## src/rtl/rv_pkg.sv

```systemverilog
// Shared decode definitions: opcodes, ALU op codes, occupancy states and the
// decoded bundle (sized for XLEN up to 64 and truncated at the ports).
package rv_pkg;

  localparam logic [4:0] OPC_LOAD     = 5'b00000;
  localparam logic [4:0] OPC_MISC_MEM = 5'b00011;
  localparam logic [4:0] OPC_OP_IMM   = 5'b00100;
  localparam logic [4:0] OPC_AUIPC    = 5'b00101;
  localparam logic [4:0] OPC_STORE    = 5'b01000;
  localparam logic [4:0] OPC_OP       = 5'b01100;
  localparam logic [4:0] OPC_LUI      = 5'b01101;
  localparam logic [4:0] OPC_BRANCH   = 5'b11000;
  localparam logic [4:0] OPC_JALR     = 5'b11001;
  localparam logic [4:0] OPC_JAL      = 5'b11011;

  localparam logic [2:0] ALU_ADD  = 3'b000;
  localparam logic [2:0] ALU_SLT  = 3'b010;
  localparam logic [2:0] ALU_SLTU = 3'b011;

  typedef enum logic [1:0] {
    ST_EMPTY = 2'd0,
    ST_ONE   = 2'd1,
    ST_FULL  = 2'd2
  } occ_state_t;

  typedef struct packed {
    logic [2:0]  op;
    logic        op2;
    logic        y;
    logic        rwrite;
    logic        mwrite;
    logic        load;
    logic        rsel;
    logic        branch;
    logic        jump;
    logic        muldiv;
    logic        illegal;
    logic [63:0] imm;
    logic [63:0] pc;
    logic [4:0]  rd;
    logic [4:0]  rs1;
    logic [4:0]  rs2;
  } bundle_t;

endpackage

```

## src/rtl/decode_if.sv

```systemverilog
// Fetch-side and execute-side handshake plus the decoded bundle outputs.
interface decode_if #(
  parameter int XLEN = 32
);

  logic            i_valid;
  logic            o_ready;
  logic [31:0]     i_inst;
  logic [XLEN-1:0] i_pc;
  logic            i_flush;
  logic            o_valid;
  logic            i_ready;
  logic [2:0]      o_op;
  logic            o_op2;
  logic            o_y;
  logic            o_rwrite;
  logic            o_mwrite;
  logic            o_load;
  logic            o_rsel;
  logic            o_branch;
  logic            o_jump;
  logic            o_muldiv;
  logic            o_illegal;
  logic [XLEN-1:0] o_imm;
  logic [XLEN-1:0] o_pc;
  logic [4:0]      o_rd;
  logic [4:0]      o_rs1;
  logic [4:0]      o_rs2;

  modport master (
    output i_valid, i_inst, i_pc, i_flush, i_ready,
    input  o_ready, o_valid, o_op, o_op2, o_y, o_rwrite, o_mwrite, o_load,
           o_rsel, o_branch, o_jump, o_muldiv, o_illegal, o_imm, o_pc,
           o_rd, o_rs1, o_rs2
  );

  modport slave (
    input  i_valid, i_inst, i_pc, i_flush, i_ready,
    output o_ready, o_valid, o_op, o_op2, o_y, o_rwrite, o_mwrite, o_load,
           o_rsel, o_branch, o_jump, o_muldiv, o_illegal, o_imm, o_pc,
           o_rd, o_rs1, o_rs2
  );

endinterface

```

## src/rtl/decode_comb.sv

```systemverilog
// Purely combinational RV32/RV64 instruction decoder producing one bundle.
module decode_comb
  import rv_pkg::*;
#(
  parameter int XLEN = 32,
  parameter bit EN_M = 1'b1
) (
  input  logic [31:0]     inst,
  input  logic [XLEN-1:0] pc,
  output bundle_t         dec
);

  logic [4:0] opcode;
  logic [2:0] funct3;
  logic [6:0] funct7;
  logic       illegal;

  assign opcode = inst[6:2];
  assign funct3 = inst[14:12];
  assign funct7 = inst[31:25];

  always_comb begin
    dec             = '0;
    illegal         = 1'b0;
    dec.pc[XLEN-1:0] = pc;
    dec.rd          = inst[11:7];
    dec.rs1         = inst[19:15];
    dec.rs2         = inst[24:20];

    case (opcode)
      OPC_LUI, OPC_AUIPC: begin
        dec.y      = 1'b1;
        dec.rwrite = 1'b1;
        dec.imm    = {{32{inst[31]}}, inst[31:12], 12'b0};
      end
      // Branch and jump offsets are halfword-granular, hence the implied zero LSB.
      OPC_JAL: begin
        dec.y      = 1'b1;
        dec.rwrite = 1'b1;
        dec.jump   = 1'b1;
        dec.imm    = {{44{inst[31]}}, inst[19:12], inst[20], inst[30:21], 1'b0};
      end
      OPC_JALR: begin
        dec.y      = 1'b1;
        dec.rwrite = 1'b1;
        dec.jump   = 1'b1;
        dec.imm    = {{52{inst[31]}}, inst[31:20]};
      end
      OPC_LOAD: begin
        dec.y      = 1'b1;
        dec.rwrite = 1'b1;
        dec.load   = 1'b1;
        dec.rsel   = 1'b1;
        dec.imm    = {{52{inst[31]}}, inst[31:20]};
      end
      OPC_STORE: begin
        dec.y      = 1'b1;
        dec.mwrite = 1'b1;
        dec.imm    = {{52{inst[31]}}, inst[31:25], inst[11:7]};
      end
      OPC_OP_IMM: begin
        dec.y      = 1'b1;
        dec.rwrite = 1'b1;
        dec.op     = funct3;
        dec.op2    = inst[30] && (funct3 == 3'b101);
        if (funct3 == 3'b011)
          dec.imm = {52'b0, inst[31:20]};
        else if (funct3 == 3'b001 || funct3 == 3'b101)
          dec.imm = (XLEN == 64) ? {58'b0, inst[25:20]} : {59'b0, inst[24:20]};
        else
          dec.imm = {{52{inst[31]}}, inst[31:20]};
      end
      OPC_OP: begin
        dec.rwrite = 1'b1;
        dec.op     = funct3;
        if (funct7 == 7'b0000001) begin
          dec.muldiv = EN_M;
          illegal    = !EN_M;
        end else begin
          dec.op2 = inst[30];
        end
      end
      OPC_BRANCH: begin
        dec.branch = 1'b1;
        dec.imm    = {{52{inst[31]}}, inst[7], inst[30:25], inst[11:8], 1'b0};
        case (funct3)
          3'b000, 3'b001: begin
            dec.op  = ALU_ADD;
            dec.op2 = 1'b1;
          end
          3'b100, 3'b101: dec.op = ALU_SLT;
          3'b110, 3'b111: dec.op = ALU_SLTU;
          default:        illegal = 1'b1;
        endcase
      end
      OPC_MISC_MEM: ;
      default: illegal = 1'b1;
    endcase

    if (inst[1:0] != 2'b11)
      illegal = 1'b1;

    if (illegal) begin
      dec.rwrite = 1'b0;
      dec.mwrite = 1'b0;
      dec.load   = 1'b0;
      dec.rsel   = 1'b0;
      dec.branch = 1'b0;
      dec.jump   = 1'b0;
      dec.muldiv = 1'b0;
    end

    if (dec.rd == 5'd0)
      dec.rwrite = 1'b0;

    dec.illegal = illegal;
  end

endmodule

```

## src/rtl/decode_stage.sv

```systemverilog
// Registered decode stage: combinational decode feeding a 2-entry skid FIFO
// behind a valid/ready handshake, with flush and synchronous active-low reset.
module decode_stage
  import rv_pkg::*;
#(
  parameter int XLEN = 32,
  parameter bit EN_M = 1'b1
) (
  input  logic i_clk,
  input  logic i_rst_n,
  decode_if.slave bus
);

  bundle_t    dec;
  bundle_t    head;
  bundle_t    tail;
  occ_state_t state;
  logic       valid_q;
  logic       ready_q;
  logic       accept;
  logic       pop;

  decode_comb #(.XLEN(XLEN), .EN_M(EN_M)) u_decode (
    .inst (bus.i_inst),
    .pc   (bus.i_pc),
    .dec  (dec)
  );

  assign accept = bus.i_valid && ready_q;
  assign pop    = valid_q && bus.i_ready;

  // Head is always the oldest entry; tail only holds the second one while FULL.
  always_ff @(posedge i_clk) begin
    if (!i_rst_n) begin
      state   <= ST_EMPTY;
      head    <= '0;
      tail    <= '0;
      valid_q <= 1'b0;
      ready_q <= 1'b1;
    end else if (bus.i_flush) begin
      state   <= ST_EMPTY;
      valid_q <= 1'b0;
      ready_q <= 1'b1;
    end else begin
      case (state)
        ST_EMPTY: begin
          if (accept) begin
            head    <= dec;
            state   <= ST_ONE;
            valid_q <= 1'b1;
          end
        end
        ST_ONE: begin
          if (accept && pop) begin
            head <= dec;
          end else if (accept) begin
            tail    <= dec;
            state   <= ST_FULL;
            ready_q <= 1'b0;
          end else if (pop) begin
            state   <= ST_EMPTY;
            valid_q <= 1'b0;
          end
        end
        ST_FULL: begin
          if (pop) begin
            head    <= tail;
            state   <= ST_ONE;
            ready_q <= 1'b1;
          end
        end
        default: begin
          state   <= ST_EMPTY;
          valid_q <= 1'b0;
          ready_q <= 1'b1;
        end
      endcase
    end
  end

  assign bus.o_ready   = ready_q;
  assign bus.o_valid   = valid_q;
  assign bus.o_op      = head.op;
  assign bus.o_op2     = head.op2;
  assign bus.o_y       = head.y;
  assign bus.o_rwrite  = head.rwrite;
  assign bus.o_mwrite  = head.mwrite;
  assign bus.o_load    = head.load;
  assign bus.o_rsel    = head.rsel;
  assign bus.o_branch  = head.branch;
  assign bus.o_jump    = head.jump;
  assign bus.o_muldiv  = head.muldiv;
  assign bus.o_illegal = head.illegal;
  assign bus.o_imm     = head.imm[XLEN-1:0];
  assign bus.o_pc      = head.pc[XLEN-1:0];
  assign bus.o_rd      = head.rd;
  assign bus.o_rs1     = head.rs1;
  assign bus.o_rs2     = head.rs2;

endmodule

```

## src/flat_wrapper.sv

```systemverilog
// flat-port wrapper written by rule: the top's interface ports become plain ports
module decode_stage_flat import rv_pkg::*;
#(
  parameter int XLEN = 32,
  parameter bit EN_M = 1'b1
)
  (i_clk, i_rst_n, bus_i_valid, bus_i_inst, bus_i_pc, bus_i_flush, bus_i_ready, bus_o_ready, bus_o_valid, bus_o_op, bus_o_op2, bus_o_y, bus_o_rwrite, bus_o_mwrite, bus_o_load, bus_o_rsel, bus_o_branch, bus_o_jump, bus_o_muldiv, bus_o_illegal, bus_o_imm, bus_o_pc, bus_o_rd, bus_o_rs1, bus_o_rs2);
  decode_if #(.XLEN(XLEN)) bus_i ();
  input  logic i_clk;
  input  logic i_rst_n;
  input wire logic [$bits(bus_i.i_valid)-1:0] bus_i_valid;
  input wire logic [$bits(bus_i.i_inst)-1:0] bus_i_inst;
  input wire logic [$bits(bus_i.i_pc)-1:0] bus_i_pc;
  input wire logic [$bits(bus_i.i_flush)-1:0] bus_i_flush;
  input wire logic [$bits(bus_i.i_ready)-1:0] bus_i_ready;
  output wire logic [$bits(bus_i.o_ready)-1:0] bus_o_ready;
  output wire logic [$bits(bus_i.o_valid)-1:0] bus_o_valid;
  output wire logic [$bits(bus_i.o_op)-1:0] bus_o_op;
  output wire logic [$bits(bus_i.o_op2)-1:0] bus_o_op2;
  output wire logic [$bits(bus_i.o_y)-1:0] bus_o_y;
  output wire logic [$bits(bus_i.o_rwrite)-1:0] bus_o_rwrite;
  output wire logic [$bits(bus_i.o_mwrite)-1:0] bus_o_mwrite;
  output wire logic [$bits(bus_i.o_load)-1:0] bus_o_load;
  output wire logic [$bits(bus_i.o_rsel)-1:0] bus_o_rsel;
  output wire logic [$bits(bus_i.o_branch)-1:0] bus_o_branch;
  output wire logic [$bits(bus_i.o_jump)-1:0] bus_o_jump;
  output wire logic [$bits(bus_i.o_muldiv)-1:0] bus_o_muldiv;
  output wire logic [$bits(bus_i.o_illegal)-1:0] bus_o_illegal;
  output wire logic [$bits(bus_i.o_imm)-1:0] bus_o_imm;
  output wire logic [$bits(bus_i.o_pc)-1:0] bus_o_pc;
  output wire logic [$bits(bus_i.o_rd)-1:0] bus_o_rd;
  output wire logic [$bits(bus_i.o_rs1)-1:0] bus_o_rs1;
  output wire logic [$bits(bus_i.o_rs2)-1:0] bus_o_rs2;
  assign bus_i.i_valid = bus_i_valid;
  assign bus_i.i_inst = bus_i_inst;
  assign bus_i.i_pc = bus_i_pc;
  assign bus_i.i_flush = bus_i_flush;
  assign bus_i.i_ready = bus_i_ready;
  assign bus_o_ready = bus_i.o_ready;
  assign bus_o_valid = bus_i.o_valid;
  assign bus_o_op = bus_i.o_op;
  assign bus_o_op2 = bus_i.o_op2;
  assign bus_o_y = bus_i.o_y;
  assign bus_o_rwrite = bus_i.o_rwrite;
  assign bus_o_mwrite = bus_i.o_mwrite;
  assign bus_o_load = bus_i.o_load;
  assign bus_o_rsel = bus_i.o_rsel;
  assign bus_o_branch = bus_i.o_branch;
  assign bus_o_jump = bus_i.o_jump;
  assign bus_o_muldiv = bus_i.o_muldiv;
  assign bus_o_illegal = bus_i.o_illegal;
  assign bus_o_imm = bus_i.o_imm;
  assign bus_o_pc = bus_i.o_pc;
  assign bus_o_rd = bus_i.o_rd;
  assign bus_o_rs1 = bus_i.o_rs1;
  assign bus_o_rs2 = bus_i.o_rs2;
  decode_stage #(.XLEN(XLEN), .EN_M(EN_M)) u_core (.i_clk(i_clk), .i_rst_n(i_rst_n), .bus(bus_i));
endmodule
```

## config.mk

```make
export PLATFORM = sky130hd
export DESIGN_NAME = decode_stage_flat
export DESIGN_NICKNAME = d
export VERILOG_FILES = /design/src/rtl/rv_pkg.sv /design/src/rtl/decode_if.sv /design/src/rtl/decode_comb.sv /design/src/rtl/decode_stage.sv /design/src/flat_wrapper.sv
export SDC_FILE = /design/constraint.sdc
export NUM_CORES = 1
export LEC_CHECK = 0
export CAP_MARGIN = 20
export CORE_MARGIN = 5
export CORE_UTILIZATION = 29
export DETAILED_ROUTE_END_ITERATION = 10
export PLACE_DENSITY = 0.51
export SETUP_SLACK_MARGIN = 0.15
export SYNTH_ARGS = -nofsm -noshare
export SYNTH_HDL_FRONTEND = slang
export SYNTH_SLANG_ARGS = --single-unit
```

## constraint.sdc

```tcl
create_clock -name i_clk -period 2.9 [get_ports i_clk]
set_input_delay 0.87 -clock i_clk [delete_from_list [all_inputs] [get_ports i_clk]]
set_output_delay 0.87 -clock i_clk [all_outputs]
set_load 0.02 [all_outputs]
```

==> metrics.csv <==
stage,metric,value,unit
detailed_routing,final wirelength,25800,um
critical_path,"slowest stage delay, CP",0.47,ns
synthesis,synthesized area per cell,8.31,sq um
synthesis,"Distinct cells, synth",56,
placement,gpl congestion,0.801,
timing,Final Setup Violations,0,
timing,Final Max Slew Viols,0,
synthesis,"EDFF count, synth",0,
critical_path,R2R depth,5,
clock_tree,Skew-Pair Late Insertion Delay,0.43,ns
critical_path,"Slowest-stage cell, CP",clkdlybuf4s50_1,
synthesis,asr flop ratio synth,0,%
grt,largest net degree at the start of global routing,58,
floorplanning,Die Ht,177,um
grt,vias in the first global route,7051,
detailed_routing,DRT Pass-1 Iters,4,
grt,GRT Overall Usage,16.1,%
synthesis,ys flop type,dfxtp_1,
cells_and_area,share of cells above drive strength 1,10.8,%
cells_and_area,FF+latch area,3720,sq um
timing,minimum clock period,2.63,ns
critical_path,Worst Path Arrival,2.98,ns
floorplanning,I/O pin count,163,
critical_path,endpoint class of the critical path,flip-flop,
clock_tree,root buf cell,clkbuf_16,
clock_tree,H-Tree Depth,4,
critical_path,Crit Path Max Fanout,11,
cells_and_area,Layout Nets,1199,
synthesis,Synth Cell Area,8110,sq um
timing,Min Hold Slack,0.464,ns
synthesis,synth warn,0,
clock_tree,CTS tree,done,
critical_path,CP required,3.26,ns
clock_tree,Hold Buf Count CTS,0,
critical_path,Critical R2R Launch,u_core.state[0]$_SDFFE_PP0P_,
critical_path,Register-to-Register Setup Slack,0.91,ns
detailed_routing,Iter 0 DRT Violations,440,
timing,Fmax,0.381,GHz
worst_hold_path,min-delay src,u_core.tail[46]$_SDFFE_PN0P_,
timing,post-route setup TNS,0,ns
synthesis,post-synthesis sequential area ratio,45.9,%
clock_tree,clk buf depth,2,
timing,RSZ-0062 raised after global routing,no,
clock_tree,CTS clock-pin slew for the worst setup and hold paths,0.07,ns
worst_hold_path,Hold WC Path Type,flip-flop to flip-flop,
timing,Worst-Margin Slew,0.657,ns
clock_tree,Num CTS Buffers,17,
cells_and_area,post-route cell area,11100,sq um
cells_and_area,Non-Filler Instances,1521,
cells_and_area,final core utilization,40.0,%
critical_path,FF-to-FF End,u_core.tail[25]$_SDFFE_PN0P_,
grt,first-pass GRT wire length,40400,um
floorplanning,initial core utilization,29.3,%
detailed_routing,vias per cell,4.98,
placement,PortBufs,162,
run,# Max-Cap Violations,0,
outcome,status,"complete, no violations",
synthesis,Post-Syn Nets,1044,
cells_and_area,diodes inserted,0,
critical_path,CP Launch Type,input port,
synthesis,share of the synthesized area in the top cell type,45.9,%
clock_tree,post-CTS setup buffers,0,
placement,Post-Place Cell Area,10500,sq um
floorplanning,chip width,177,um
detailed_routing,via count,7567,
floorplanning,core area,27700,sq um
synthesis,Seq cells post-synth,186,
worst_hold_path,Hold EP,u_core.tail[46]$_SDFFE_PN0P_,
pwr,Leakage,4.40,nW
floorplanning,die area,31400,sq um
timing,crit share post-route,90.5,%
pwr,Peak supply drop,270,uV
floorplanning,Rows,61,
detailed_routing,ANT nets after route,0,
placement,Inst Count DP,1489,
placement,detailed placer's ending HPWL,17400,um
critical_path,worst-path cell chain,"clkdlybuf4s50_1, buf_4, or2_2, a211o_1, a21oi_1, buf_4, a21oi_1, buf_4, a21oi_1",
clock_tree,clock sink total,186,
timing,relative max-transition margin,56.2,%
critical_path,Crit Path Class,input port to flip-flop,
cells_and_area,Filler cells,2847,
timing,skew final,0.00914,ns
timing,final hold vios,0,
synthesis,largest cells by area after synthesis,"dfxtp_1, nand2_1, o211a_1",
cells_and_area,area occupied by multi-input gates,4020,sq um
detailed_routing,DRC viols,0,
cells_and_area,area grow syn2layout,36.9,%
detailed_routing,Avg WL per Cell,17.0,um
synthesis,post-synthesis cell count,975,
pwr,Pwr per Cell Area,549,nW/um^2
worst_hold_path,hold path depth,2,
grt,Congestion Overflow GR,0,
grt,initial antenna violation count,0,
synthesis,leading area contributor after synthesis,dfxtp_1,
## registers in the layout, summed over array words and instances (netlist names), 2 cells and up
register and cells:
u_core.bus.o_rs1 5, u_core.bus.o_rs2 5, u_core.bus.o_op 3, u_core.bus.o_pc 32
u_core.tail 91, u_core.state 2, u_core.bus.o_rd 5, u_core.bus.o_imm 32
## where the power goes
part / leakage, nW / internal (mW) / switching (mW)
Sequential: 1.51 / 2.66 / 0.0653
Clock: 0.296 / 1.39 / 1.07
Combinational: 2.59 / 0.429 / 0.471
## worst max-delay path, delay by kind of cell
| family | cells | cell delay (ns) |
|---|---|---|
| AOI/OAI and AO/OA | 4 | 0.79 |
| and+or+nand+nor | 1 | 0.31 |
| buffers and inverters | 4 | 1.00 |
## per-stage QoR
step	total power, mW	setup WS (ns)
floorplan	3.21	0.441
global placement	3.69	-0.162
detailed placement	3.70	-0.210
CTS	6.18	0.247
global route	6.36	0.194
finish	6.09	0.275
## cells by family (layout without fill, tap and decap cells)
kind of cell	count (synthesis)	in the layout	synth area share, %
compound gates	311	311	27.6
xor+xnor	2	2	0.216
buf+inv	99	267	5.09
flops	186	186	45.9
simple gates	377	377	21.1
## metal layers
layer | vias up | routed length (um) | track usage [%]
met5 | - | 0 | 0
met1 | 3607 | 12300 | 22.5
met2 | 153 | 12100 | 25.8
met4 | 0 | 311 | 4.38
met3 | 17 | 1010 | 2.82
li1 | 3790 | - | -
## worst max-delay path by stage
| stage | startpoint | end | slack (ns) | cells past startpoint |
|---|---|---|---|---|
| final | bus_i_inst[6] | u_core.bus.o_imm[23]$_SDFFE_PN0P_ | 0.27 | 9 |
| after global routing | bus_i_inst[2] | u_core.tail[89]$_SDFFE_PN0P_ | 0.19 | 7 |
| after floorplan | bus_i_inst[3] | u_core.tail[109]$_SDFFE_PN0P_ | 0.44 | 7 |
| after detailed placement | bus_i_inst[6] | u_core.tail[103]$_SDFFE_PN0P_ | -0.21 | 6 |
| after global placement | bus_i_inst[2] | u_core.tail[100]$_SDFFE_PN0P_ | -0.16 | 6 |
| after CTS | bus_i_inst[6] | u_core.tail[102]$_SDFFE_PN0P_ | 0.25 | 6 |
## final cells by class
type	instances	share of cell area, %
Multi-Input combinational cell	690	36.2
Sequential cell	186	33.6
Timing Repair Buffer	231	20.4
Tap cell	378	4.26
Clock buffer	20	4.03
Clock inverter	12	1.44
Inverter	4	0.135
## synth_stat cells, drive strengths merged (16+ instances only)
master / instances
nor2: 16
a21oi: 65
nand2: 231
dfxtp: 186
o211ai: 26
o21ai: 46
nand3: 59
buf: 27
a21boi: 51
clkbuf: 68
o211a: 55
or3: 21
## cells in the final DEF (no fill, tap or decap), types with 20 or more instances in the layout
master           Yosys  final
a21boi_0            51     51
clkdlybuf4s50_1      0    161
a21oi_1             63     63
nand2_1            231    230
o21ai_0             45     45
o211ai_1            26     26
dfxtp_1            186    186
o211a_1             55     55
buf_4                1     60
nand3_1             59     59
or3_1               20     20
## timing repair
| action | 4_1_cts | 5_1_grt |
|---|---|---|
| resized for setup | 0 | 2 |
| endpoints found under the hold margin | 0 | 0 |
| endpoints found under the setup margin | 0 | 14 |
(Power assumes the default switching activity.)
